$ cat src/rtl/mole_pkg.sv
// Constants and per-channel debounce state type shared by the button
// conditioning block and the whack-a-mole game core.
package mole_pkg;

  localparam int N_MOLES = 9;
  localparam int CLK_HZ  = 50_000_000;

  typedef enum logic [1:0] {
    RELEASED     = 2'd0,
    PRESS_PEND   = 2'd1,
    PRESSED      = 2'd2,
    RELEASE_PEND = 2'd3
  } deb_state_e;

endpackage

$ cat src/rtl/debounce_channel.sv
// One button: 2-flop synchronizer, stability-counting debounce FSM and
// registered level / press / release outputs.
module debounce_channel
  import mole_pkg::*;
#(
  parameter int DEBOUNCE_CYCLES = 100000,
  parameter int CNT_W           = 17,
  parameter bit ACTIVE_HIGH     = 1'b1
) (
  input  logic cin,
  input  logic rst,
  input  logic raw,
  input  logic en,
  output logic level_o,
  output logic press_o,
  output logic release_o
);

  localparam logic [CNT_W-1:0] CNT_LAST = CNT_W'(DEBOUNCE_CYCLES - 1);

  logic             s1_q, s1_d, s2_q, s2_d;
  deb_state_e       state_q, state_d;
  logic [CNT_W-1:0] cnt_q, cnt_d;
  logic             level_q, level_d;
  logic             press_q, press_d;
  logic             rel_q, rel_d;

  always_ff @(posedge cin or posedge rst) begin
    if (rst) begin
      s1_q    <= 1'b0;
      s2_q    <= 1'b0;
      state_q <= RELEASED;
      cnt_q   <= '0;
      level_q <= 1'b0;
      press_q <= 1'b0;
      rel_q   <= 1'b0;
    end else begin
      s1_q    <= s1_d;
      s2_q    <= s2_d;
      state_q <= state_d;
      cnt_q   <= cnt_d;
      level_q <= level_d;
      press_q <= press_d;
      rel_q   <= rel_d;
    end
  end

  always_comb begin
    // Polarity is normalised before the FSM so it only ever sees 1 = pressed.
    s1_d    = ACTIVE_HIGH ? raw : ~raw;
    s2_d    = s1_q;
    state_d = state_q;
    cnt_d   = cnt_q;
    level_d = level_q;
    press_d = 1'b0;
    rel_d   = 1'b0;
    unique case (state_q)
      RELEASED: begin
        if (s2_q) begin
          state_d = PRESS_PEND;
          cnt_d   = CNT_W'(1);
        end
      end
      PRESS_PEND: begin
        if (!s2_q) begin
          state_d = RELEASED;
          cnt_d   = '0;
        end else if (cnt_q == CNT_LAST) begin
          state_d = PRESSED;
          level_d = 1'b1;
          press_d = en;
          cnt_d   = '0;
        end else begin
          cnt_d = cnt_q + CNT_W'(1);
        end
      end
      PRESSED: begin
        if (!s2_q) begin
          state_d = RELEASE_PEND;
          cnt_d   = CNT_W'(1);
        end
      end
      RELEASE_PEND: begin
        if (s2_q) begin
          state_d = PRESSED;
          cnt_d   = '0;
        end else if (cnt_q == CNT_LAST) begin
          state_d = RELEASED;
          level_d = 1'b0;
          rel_d   = en;
          cnt_d   = '0;
        end else begin
          cnt_d = cnt_q + CNT_W'(1);
        end
      end
      default: begin
        state_d = RELEASED;
        cnt_d   = '0;
      end
    endcase
  end

  assign level_o   = level_q;
  assign press_o   = press_q;
  assign release_o = rel_q;

endmodule

$ cat src/rtl/mole_button_debounce.sv
// Debounces the nine mole buttons; btn_press is the game core's hit event,
// any_press flags a hit on any channel in the same cycle.
module mole_button_debounce
  import mole_pkg::*;
#(
  parameter int N_BTN           = N_MOLES,
  parameter int DEBOUNCE_CYCLES = 100000,
  parameter int CNT_W           = 17,
  parameter bit ACTIVE_HIGH     = 1'b1
) (
  input  logic             cin,
  input  logic             rst,
  input  logic [N_BTN-1:0] btn_raw,
  input  logic             en,
  output logic [N_BTN-1:0] btn_level,
  output logic [N_BTN-1:0] btn_press,
  output logic [N_BTN-1:0] btn_release,
  output logic             any_press
);

  for (genvar i = 0; i < N_BTN; i++) begin : g_ch
    debounce_channel #(
      .DEBOUNCE_CYCLES (DEBOUNCE_CYCLES),
      .CNT_W           (CNT_W),
      .ACTIVE_HIGH     (ACTIVE_HIGH)
    ) u_ch (
      .cin       (cin),
      .rst       (rst),
      .raw       (btn_raw[i]),
      .en        (en),
      .level_o   (btn_level[i]),
      .press_o   (btn_press[i]),
      .release_o (btn_release[i])
    );
  end

  assign any_press = |btn_press;

endmodule

$ cat config.mk
export PLATFORM = sky130hd
export DESIGN_NAME = mole_button_debounce
export DESIGN_NICKNAME = d
export VERILOG_FILES = /design/src/rtl/mole_pkg.sv /design/src/rtl/debounce_channel.sv /design/src/rtl/mole_button_debounce.sv
export SDC_FILE = /design/constraint.sdc
export NUM_CORES = 1
export LEC_CHECK = 0
export BUFFER_PORTS_ARGS = -buffer_cell sky130_fd_sc_hd__buf_2
export CAP_MARGIN = 15
export CORE_MARGIN = 2
export CORE_UTILIZATION = 50
export DETAILED_ROUTE_END_ITERATION = 16
export PLACE_DENSITY = 0.66
export SLEW_MARGIN = 0
export SYNTH_ARGS = -nofsm -noshare
export SYNTH_HDL_FRONTEND = slang
export SYNTH_HIERARCHICAL = 1
export SYNTH_SLANG_ARGS = --single-unit
$ cat constraint.sdc
create_clock -name cin -period 5 [get_ports cin]
set_input_delay 1 -clock cin [delete_from_list [all_inputs] [get_ports cin]]
set_output_delay 1 -clock cin [all_outputs]
set_load 0.02 [all_outputs]
# Word level (Yosys, flattened, before mapping)
# Cells that the tools add are included.
[totals]
elab_cells = 433
ff_bits = 216
[classes]
n_addsub = 9
reduce_logical = 46
n_mux = 207
eq_ne = 108
[ops]
columns = ["operator", "count"]
rows = [
  ["two-way mux 17 bit", 45],
  ["case mux 17 bit (4 select lines)", 9],
  ["adder 17 x 1 -> 17 bit (second input constant)", 9],
  ["== test 17 bit (second input constant)", 9],
  ["two-way mux 2 bit", 54],
  ["two-way mux 1 bit", 81],
  ["inequality test 2 x 1 -> 1 bit (second input constant)", 36],
  ["case mux 2 bit (4 select lines)", 9],
  ["AND reduction 5 bit", 9],
  ["== test 2 bit (second input constant)", 18],
  ["inequality test 2 bit (second input constant)", 18],
  ["AND reduction 4 bit", 9],
  ["inequality test 3 x 1 -> 1 bit (second input constant)", 9],
  ["inequality test 3 bit (second input constant)", 9],
  ["== test 2 x 1 -> 1 bit (second input constant)", 9],
  ["logical NOT 2 bit", 9],
  ["case mux 1 bit (2 select lines)", 9],
  ["AND reduction 2 bit", 9],
  ["nonzero test 2 bit", 9],
  ["OR reduction 9 bit", 1],
]

# Longest topological paths before layout
# Gate-level depths: netlist of run 1.
[logic_depth]
ltp_word = 4
ltp_mapped = 7
depth_no_buf = 6

# Modules after synthesis
# The synthesis of run 1 kept the hierarchy.
[modules_own_cells]
columns = ["mod", "cells_each", "area_each_um2", "instances", "seq_area_each_um2"]
rows = [
  ["debounce_channel at g_ch[0].u_ch ...", 135, 1377.6, 7, 600.6],
  ["debounce_channel at g_ch[8].u_ch", 137, 1303.8, 1, 600.6],
  ["debounce_channel at g_ch[7].u_ch", 128, 1204.9, 1, 600.6],
  ["mole_button_debounce", 4, 20.0, 1, 0.0],
]

# Worst setup path before layout of run 1
# OpenSTA, ideal clock, no wires.
[synth_timing]
path_type = "register -> output"
from = "register g_ch[4].u_ch.press_q"
to = "output any_press"
stages_incl_launch_ff = 3
path_slack_ps = 3059
t_arrival_ps = 941
cell_sequence = "dfrtp_1 -> nor4_1 -> nand3_1"
[synth_via]
elab_chain_len = 1
[synth_rtl]
columns = ["element", "line", "rtl"]
rows = [
  ["start, declared", "debounce_channel.sv:25", "logic press_q, press_d;"],
  ["start signal, assigned", "debounce_channel.sv:43", "press_q <= press_d;"],
  ["OR reduction 9 bit", "mole_button_debounce.sv:37", "assign any_press = |btn_press;"],
  ["end, declared", "mole_button_debounce.sv:18", "output logic any_press"],
]
# Every way passes these cells.

# Final worst setup path of run 1
[layout_timing]
from = "register g_ch[0].u_ch.press_q"
to = "output any_press"
[layout_via]
elab_chain_len = 1
[layout_rtl]
columns = ["element", "line"]
rows = [
  ["start, declared", "debounce_channel.sv:25"],
  ["start signal, assigned", "debounce_channel.sv:43"],
  ["OR reduction 9 bit", "mole_button_debounce.sv:37"],
]
# Every way passes these cells.

==> impl_metrics.csv, run 1 <==
group,metric,value,unit
setup_path,end_kind,"output pin",
sta,fmax,351.4,MHz
global_routing,track_usage,20.83,%
hold_path,min_from,"g_ch[4].u_ch/s1_q$_DFF_PP0_",
synth,synth_cell_types,64,
sta,grt_setup_unrepaired,"false",
cells_and_area,drive_gt1_share,14.66,%
synth,mappedNetlistNets,1235,
clock_tree,cts_resized,0,
die,pin_count,40,
hold_path,min_path_type,"reg -> reg",
clock_tree,cts_tree,"done",
die,dieArea,25610,um^2
global_routing,grt_pass1_wl,45.55,mm
global_routing,antenna_found_initial,1,
clock_tree,htree_levels,1,
setup_path,criticalPathCategory,"reg -> out",
synth,syn_area,12170,um^2
die,core_region_area,24110,um^2
sta,skew,0.01480,ns
placement,io_buffers,39,
clock_tree,clkTransAtPathRegs,0.05,ns
setup_path,arrival,1.85,ns
placement,globalplace.congestion,0.8336,
global_routing,overflow,0,
sta,period_minus_slack,2.846,ns
clock_tree,cts_root_buf,"clkbuf_16",
outcome,status,"completed",
sta,fin_crit_sh,56.91,%
drt,wl,26.54,mm
drt,vias,9633,
setup_path,slowest_stage,"nor3_1",
die,die_y,160.0,um
sta,fin_setup_tns,0,ns
placement,placed_area,12160,um^2
setup_path,slowest_delay,0.59,ns
drt,drc,0,
pwr,leakage,5.542,nW
drt,antenna_left,0,
sta,setup_violations,0,
die,dieWidth,160.0,um
setup_path,path_cells,"nor3_1 > nand3_1 > buf_2",
sta,hold_violations,0,
die,initial_utilization,50.49,%
placement,hpwl,17.74,mm
cells_and_area,design_area,12960,um^2
synth,yosys_warnings,6,
synth,synth-seq-cells,216,
die,rows,57,
sta,worst_slew_pin_slew,0.9276,ns
synth,synthFlopType,"dfrtp_1",
clock_tree,clock_path_buffers,3,
synth,syn_avg_cell_area,10.03,um^2
cells_and_area,area_delta_synth_final,6.476,%
pwr,p_per_area,423.6,nW/um^2
hold_path,whs_path_depth,0,
setup_path,worstSetupStartpointType,"flip-flop",
global_routing,grt_max_degree,25,
clock_tree,cts.sinks,216,
pwr,peakVddDrop,0.2283,mV
setup_path,worstPathRequired,4.00,ns
clock_tree,clock_latency,0.52,ns
synth,netlist_instances,1214,
cells_and_area,nets,1225,
setup_path,r2r_start,"g_ch[4].u_ch/cnt_q[6]$_DFFE_PP0P_",
setup_path,crit_path_max_fanout,2,
setup_path,reg2reg_slack,2.58,ns
setup_path,reg2regPathDepth,4,
sta,relSlewSlack,38.09,%
synth,synth_seq_area_share,44.41,%
clock_tree,cts_inserted_buffers,25,
sta,slew_violations,0,
drt,drt-pass1-iter-count,5,
clock_tree,cts_setup_buffers,0,
drt,drtIter0Drc,639,
synth,async_flop_share,100.0,%
clock_tree,cts_hold_buf,0,
job,max_cap_violations,0,
cells_and_area,antenna_cells,0,
global_routing,grt_pass1_vias,9082,
drt,viasPerCell,6.235,
hold_path,hold_end,"g_ch[4].u_ch/s2_q$_DFF_PP0_",
synth,synth-edff-count,0,
drt,avgRoutedWirePerCell,17.18,um
## cell type report
type,instances,area [um^2]
repair buffers,39,195.2
flip-flops and latches,216,5405
clock buffers,37,710.7
inverters,50,187.7
well taps,324,405.4
fillers,2199,11150
clock inverters,7,88.84
multi-input cells,872,5967
## where the power goes
part | total, W | switching, W | internal (W)
Sequential | 0.00215 | 0.000235 | 0.00191
Combinational | 0.00158 | 0.000999 | 0.000581
Clock | 0.00176 | 0.000681 | 0.00108
Total | 0.00549 | 0.00191 | 0.00357
## synthesized netlist by cell type (all sizes together) (5+ instances only)
cell	count	area, um^2
o21ai	44	220.2
a21oi	27	135.1
a31o	28	245.2
nor3	12	65.06
a221o	7	70.07
o31ai	15	112.6
a31oi	67	419.2
or3	5	31.28
ha	9	112.6
o311ai	8	70.07
nor4	26	162.7
o21a	9	67.56
and4bb	7	87.58
a41oi	9	78.83
dfrtp	216	5405
o211ai	17	127.6
or2	8	52.55
nor2b	8	50.05
nor2	70	265.3
a22o	23	201.4
nor3b	9	67.56
inv	50	187.7
and3	27	177.7
and4	69	648.1
nor4bb	11	153.9
clkbuf	32	260.2
and2	17	106.4
or4	8	60.06
and4b	9	90.09
o22ai	16	100.1
xnor2	9	78.83
o311a	8	88.84
nand2	69	276.5
a21o	21	157.7
a21boi	7	52.55
nand3	52	265.3
xor2	20	175.2
mux2	9	101.4
buf	44	351.6
nand4	82	513.0
nor4b	9	78.83
nand4bb	7	78.83
## how the worst max path moves through the flow
stage | startpoint | slack, ns | cells after the start | to
floorplan | g_ch[4].u_ch/press_o$_DFF_PP0_ | 3.06 | 2 | any_press
global placement | g_ch[1].u_ch/cnt_q[0]$_DFFE_PP0P_ | 2.69 | 5 | flip-flop
detailed placement | g_ch[1].u_ch/cnt_q[0]$_DFFE_PP0P_ | 2.64 | 5 | flip-flop
CTS | g_ch[0].u_ch/press_o$_DFF_PP0_ | 2.23 | 3 | any_press
global route | g_ch[0].u_ch/press_o$_DFF_PP0_ | 2.15 | 3 | any_press
finish | g_ch[0].u_ch/press_o$_DFF_PP0_ | 2.15 | 3 | any_press
## layout by cell type, fill, tap and decap left out, drive strengths merged, types with 28 or more instances in the layout
master | Yosys | final
clkbuf | 32 | 37
dfrtp | 216 | 216
buf | 44 | 39
nand3 | 52 | 52
nor2 | 70 | 70
a31o | 28 | 28
a31oi | 67 | 67
nand2 | 69 | 69
nand4 | 82 | 82
and4 | 69 | 69
o21ai | 44 | 44
inv | 50 | 51
## per-stage QoR
step / power (W) / setup WS, ns / utilization (%) / std cells / hold slack [ns]
6_report: 0.005489 / 2.154 / 53.76 / 1545 / 0.3457
3_3_place_gp: 0.003703 / 2.691 / 50.45 / 1501 / 0.3331
4_1_cts: 0.005531 / 2.229 / 53.76 / 1545 / 0.3469
5_1_grt: 0.005832 / 2.148 / 53.76 / 1545 / 0.3551
2_1_floorplan: 0.003474 / 3.059 / - / 1214 / 0.3312
3_5_place_dp: 0.003734 / 2.641 / 50.45 / 1501 / 0.3347
## kinds of logic after synthesis
logic type,synth area share [%]
simple gates,26.64
compound gates,18.45
flops,44.41
buf+inv,6.569
xor+xnor,2.087
mux,0.9149
fa+ha+maj,0.9252
## state kept, by name (all words and copies together), names as in the netlist, named ones only
name and cells:
g_ch.u_ch/cnt_q 153, g_ch.u_ch/level_o 9, g_ch.u_ch/press_o 9, g_ch.u_ch/release_o 9, g_ch.u_ch/s1_q 9, g_ch.u_ch/s2_q 9
g_ch.u_ch/state_q 9
## metal layers
layer  global-route usage, %  vias to the layer above  share of wire (%)
li1                        -                     4719                  -
met1                   30.57                     4674                 49
met2                   32.86                      204                 45
met3                   2.649                       36                4.1
met4                   5.405                        0                2.1
met5                       0                        -                  0
## critical path: cells and delay by family (launching register included)
family | cells | cell delay (ns)
buffers and inverters | 1 | 0.19
and+or+nand+nor | 2 | 0.73
DFF | 1 | 0.41
No activity file was read; power rests on OpenSTA's default activity.
==> run 2, diff against run 1 <==
PLACE_DENSITY = 0.69   (was 0.66)
clock period = 2.5 ns   (was 5 ns; I/O delays follow)
==> impl_metrics.csv, run 2 (synthesis results as in run 1) <==
group,metric,value,unit
clock_tree,cts.sinks,216,
clock_tree,cts_root_buf,"clkbuf_16",
sta,fmax,469.6,MHz
global_routing,grt_max_degree,25,
pwr,power.switching,0.003884,W
die,initial_utilization,50.49,%
drt,viasPerCell,6.301,
clock_tree,cts_setup_buffers,0,
pwr,clockPowerShare,32.0,%
global_routing,grtUsageMet3,2.831,%
cells_and_area,final_cell_mix,"dfrtp_1, nand4_1, nor2_1",
global_routing,grt_pass1_wl,45.21,mm
setup_path,worstSetupStartpointType,"flip-flop",
die,pin_count,40,
die,dieArea,25610,um^2
drt,drt-pass1-iter-count,5,
pwr,peakVddDrop,0.4713,mV
cells_and_area,final_common_cell,"dfrtp_1",
sta,fin_crit_sh,85.17,%
sta,fin_setup_tns,0,ns
cells_and_area,design_area,13190,um^2
pwr,leakage,5.689,nW
clock_tree,cts_tree,"done",
drt,drc,0,
sta,worst_slew_pin_slew,0.8786,ns
cells_and_area,antenna_cells,0,
global_routing,overflow,0,
placement,hpwl,17.90,mm
clock_tree,cts_resized,0,
job,max_cap_violations,0,
pwr,p_total,0.01120,W
sta,period_minus_slack,2.129,ns
pwr,sequentialPowerShare,38.3,%
drt,avgRoutedWirePerCell,16.88,um
sta,skew,0.01172,ns
global_routing,gr-usage-met1,29.16,%
setup_path,end_kind,"flip-flop",
outcome,status,"completed",
global_routing,grt_pass1_vias,9218,
die,rows,57,
drt,wl,26.58,mm
drt,drtIter0Drc,616,
cells_and_area,drive_gt1_share,16.80,%
pwr,swShare,34.69,%
sta,slew_violations,0,
die,core_region_area,24110,um^2
die,dieWidth,160.0,um
global_routing,track_usage,20.67,%
pwr,p_per_area,848.7,nW/um^2
global_routing,use_met2,32.86,%
setup_path,arrival,2.54,ns
pwr,intPower,0.007311,W
placement,placed_area,12390,um^2
setup_path,worstPathRequired,2.91,ns
clock_tree,cts_inserted_buffers,25,
clock_tree,clock_latency,0.52,ns
pwr,combPwrFrac,29.7,%
clock_tree,htree_levels,1,
global_routing,antenna_found_initial,0,
clock_tree,clkTransAtPathRegs,0.06,ns
setup_path,criticalPathCategory,"reg -> reg",
clock_tree,clock_path_buffers,3,
sta,setup_violations,0,
clock_tree,cts_hold_buf,0,
hold_path,min_path_type,"in -> reg",
sta,relSlewSlack,41.36,%
setup_path,crit_path_max_fanout,10,
cells_and_area,largest_register_ffs,153,
sta,grt_setup_unrepaired,"false",
drt,antenna_left,0,
placement,place_ws,0.3876,ns
sta,worst_slack,0.3707,ns
cells_and_area,top_register,"g_ch.u_ch/cnt_q",
drt,vias,9918,
placement,globalplace.congestion,0.8910,
die,die_y,160.0,um
cells_and_area,area_delta_synth_final,8.378,%
global_routing,busiest_layer,"met2",
sta,hold_slack,0.07984,ns
cells_and_area,nets,1255,
sta,hold_violations,0,
placement,io_buffers,39,
[run 2: cell count changes in the layout (fill, tap and decap cells not counted)]
| cell | change |
|---|---|
| buf_4 | +30 |
| clkbuf_1 | -2 |
| clkbuf_8 | +1 |
[run 2: worst paths after layout]
| kind | start | to | slack, ns | cells after the start |
|---|---|---|---|---|
| min reg2reg | g_ch[5].u_ch/s1_q$_DFF_PP0_ | g_ch[5].u_ch/s2_q$_DFF_PP0_ | 0.35 | 0 |
| min | btn_raw[4] | g_ch[4].u_ch/s1_q$_DFF_PP0_ | 0.08 | 1 |
| max reg2reg | g_ch[2].u_ch/cnt_q[0]$_DFFE_PP0P_ | g_ch[2].u_ch/cnt_q[11]$_DFFE_PP0P_ | 0.37 | 6 |
| max in group asynchronous | rst | g_ch[6].u_ch/release_o$_DFF_PP0_ | 1.65 | 2 |
| min in group asynchronous | rst | g_ch[7].u_ch/cnt_q[11]$_DFFE_PP0P_ | 0.15 | 2 |
| max | g_ch[2].u_ch/cnt_q[0]$_DFFE_PP0P_ | g_ch[2].u_ch/cnt_q[11]$_DFFE_PP0P_ | 0.37 | 6 |
[run 2: metrics by stage]
| stage | instances | utilization [%] |
|---|---|---|
| after floorplan | 1214 | - |
| after global placement | 1531 | 51.38 |
| after detailed placement | 1531 | 51.38 |
| after CTS | 1574 | 54.72 |
| after global routing | 1574 | 54.72 |
| final | 1574 | 54.72 |
[run 2: power groups by stage]
stage / Clock (W) / Sequential [W] / Combinational (W)
6_report: 0.00358 / 0.00429 / 0.00333
5_1_grt: 0.00384 / 0.00435 / 0.00367
4_1_cts: 0.00370 / 0.00428 / 0.00331
3_5_place_dp: 0 / 0.00434 / 0.00329
3_3_place_gp: 0 / 0.00432 / 0.00323
2_1_floorplan: 0 / 0.00423 / 0.00272
[run 2: cell type report]
class / instances / area [um^2]
Clock inverter: 7 / 88.84
Multi-Input combinational cell: 872 / 5967
Inverter: 50 / 187.7
Clock buffer: 36 / 716.9
Timing Repair Buffer: 69 / 420.4
Sequential cell: 216 / 5405
Tap cell: 324 / 405.4
Fill cell: 2151 / 10910
[run 2: worst max-delay path: stages (launching register included)]
cell	delay, ns
dfrtp_1	0.41
ha_1	0.23
and4_4	0.31
nand4_1	0.35
buf_4	0.31
a31o_2	0.24
a21o_1	0.17
[run 2: per-layer routing]
metal | vias to the layer above | wire [um]
li1 | 4792 | -
met1 | 4829 | 12550
met2 | 244 | 12070
met3 | 53 | 1216
met4 | 0 | 739
met5 | - | 0
==> run 3, diff against run 2 <==
BUFFER_PORTS_ARGS = unset   (was -buffer_cell sky130_fd_sc_hd__buf_2)
DONT_BUFFER_PORTS = 1   (was unset)
PLACE_DENSITY = 0.68   (was 0.69)
==> impl_metrics.csv, run 3 (synthesis results as in run 1) <==
group,metric,value,unit
clock_tree,cts_hold_buf,10,
setup_path,end_kind,"flip-flop",
placement,globalplace.congestion,0.8579,
drt,viasPerCell,6.275,
drt,wl,26.75,mm
die,rows,57,
pwr,p_total,0.01182,W
job,max_cap_violations,0,
pwr,swShare,33.31,%
drt,drc,0,
cells_and_area,final_cell_mix,"dfrtp_1, nand4_1, nor2_1",
clock_tree,cts_resized,0,
drt,avgRoutedWirePerCell,17.33,um
setup_path,criticalPathCategory,"reg -> reg",
cells_and_area,largest_register_ffs,153,
setup_path,worstPathRequired,2.92,ns
sta,fmax,463.4,MHz
sta,fin_crit_sh,86.32,%
die,core_region_area,24110,um^2
clock_tree,cts_inserted_buffers,25,
placement,io_buffers,0,
pwr,power.switching,0.003939,W
die,pin_count,40,
pwr,sequentialPowerShare,36.3,%
sta,setup_violations,0,
clock_tree,clkTransAtPathRegs,0.06,ns
global_routing,track_usage,20.99,%
cells_and_area,nets,1222,
cells_and_area,final_common_cell,"dfrtp_1",
global_routing,overflow,0,
pwr,leakage,5.579,nW
global_routing,antenna_found_initial,0,
clock_tree,clock_path_buffers,3,
sta,worst_slew_pin_slew,0.9248,ns
clock_tree,clock_latency,0.52,ns
global_routing,grt_max_degree,25,
setup_path,arrival,2.57,ns
global_routing,grt_pass1_vias,9123,
sta,skew,0.01219,ns
pwr,clockPowerShare,35.7,%
sta,hold_slack,0.04464,ns
clock_tree,cts_setup_buffers,0,
drt,drtIter0Drc,645,
drt,drt-pass1-iter-count,5,
cells_and_area,fillers,2178,
cells_and_area,area_delta_synth_final,8.697,%
hold_path,min_path_type,"in -> async",
setup_path,crit_path_max_fanout,10,
sta,fin_setup_tns,0,ns
clock_tree,cts_root_buf,"clkbuf_16",
die,initial_utilization,50.49,%
sta,grt_setup_unrepaired,"false",
cells_and_area,top_register,"g_ch.u_ch/cnt_q",
pwr,peakVddDrop,0.5792,mV
cells_and_area,drive_gt1_share,14.18,%
drt,vias,9688,
pwr,intPower,0.007884,W
clock_tree,cts_tree,"done",
sta,period_minus_slack,2.158,ns
clock_tree,htree_levels,1,
setup_path,reg2regPathDepth,6,
sta,hold_violations,0,
pwr,combPwrFrac,28.0,%
outcome,status,"completed",
die,dieArea,25610,um^2
placement,hpwl,17.89,mm
cells_and_area,antenna_cells,0,
die,die_y,160.0,um
clock_tree,cts.sinks,216,
global_routing,grt_pass1_wl,45.84,mm
setup_path,worstSetupStartpointType,"flip-flop",
sta,slew_violations,0,
drt,antenna_left,0,
sta,relSlewSlack,38.28,%
pwr,p_per_area,893.6,nW/um^2
die,dieWidth,160.0,um
## run 3: layout make-up
| cell class | instances | area, um^2 | share of cell area (%) |
|---|---|---|---|
| multi-input cells | 872 | 5967 | 45.10 |
| flip-flops and latches | 216 | 5405 | 40.85 |
| clock buffers | 31 | 678.2 | 5.126 |
| well taps | 324 | 405.4 | 3.064 |
| repair buffers | 36 | 295.3 | 2.232 |
| clock inverters | 15 | 291.5 | 2.204 |
| inverters | 50 | 187.7 | 1.419 |
## run 3: final timing paths
| kind | from | end | slack [ns] |
|---|---|---|---|
| max | g_ch[6].u_ch/cnt_q[0]$_DFFE_PP0P_ | g_ch[6].u_ch/cnt_q[12]$_DFFE_PP0P_ | 0.34 |
| min | rst | g_ch[0].u_ch/cnt_q[5]$_DFFE_PP0P_ | 0.04 |
| max reg2reg | g_ch[6].u_ch/cnt_q[0]$_DFFE_PP0P_ | g_ch[6].u_ch/cnt_q[12]$_DFFE_PP0P_ | 0.34 |
| min reg2reg | g_ch[8].u_ch/s1_q$_DFF_PP0_ | g_ch[8].u_ch/s2_q$_DFF_PP0_ | 0.35 |
| max in group asynchronous | rst | g_ch[2].u_ch/release_o$_DFF_PP0_ | 1.75 |
| min in group cin | en | g_ch[7].u_ch/press_o$_DFF_PP0_ | 0.14 |
## run 3: worst max-delay path, stage by stage (launching register included)
cell     delay [ns]
dfrtp_1        0.41
ha_1           0.23
and4_4         0.30
nand4_1        0.38
buf_4          0.32
a31o_2         0.23
a21o_1         0.17
## run 3: power groups by stage
stage | Clock (W) | Combinational, W | Sequential, W
3_3_place_gp | 0 | 0.00321 | 0.00432
2_1_floorplan | 0 | 0.00272 | 0.00423
5_1_grt | 0.00450 | 0.00368 | 0.00435
4_1_cts | 0.00434 | 0.00330 | 0.00428
6_report | 0.00422 | 0.00332 | 0.00429
3_5_place_dp | 0 | 0.00327 | 0.00433
## run 3: layer usage
metal	global-route usage, %	wire [um]	share of wire (%)	up-vias
met4	5.405	532	2.0	0
met3	3.403	1134	4.2	44
met2	33.18	12090	45	201
met1	30.29	13000	49	4718
li1	-	-	-	4725
met5	0	0	0	-
## run 3: through the flow
stage | util [%] | setup slack (ns) | cell area [um^2] | std cells
after global placement | 50.45 | 0.4397 | 12160 | 1488
after floorplan | - | 0.6676 | 12170 | 1214
after CTS | 54.88 | 0.3584 | 13230 | 1544
after global routing | 54.88 | 0.1485 | 13230 | 1544
after detailed placement | 50.45 | 0.3900 | 12160 | 1488
final | 54.88 | 0.3420 | 13230 | 1544
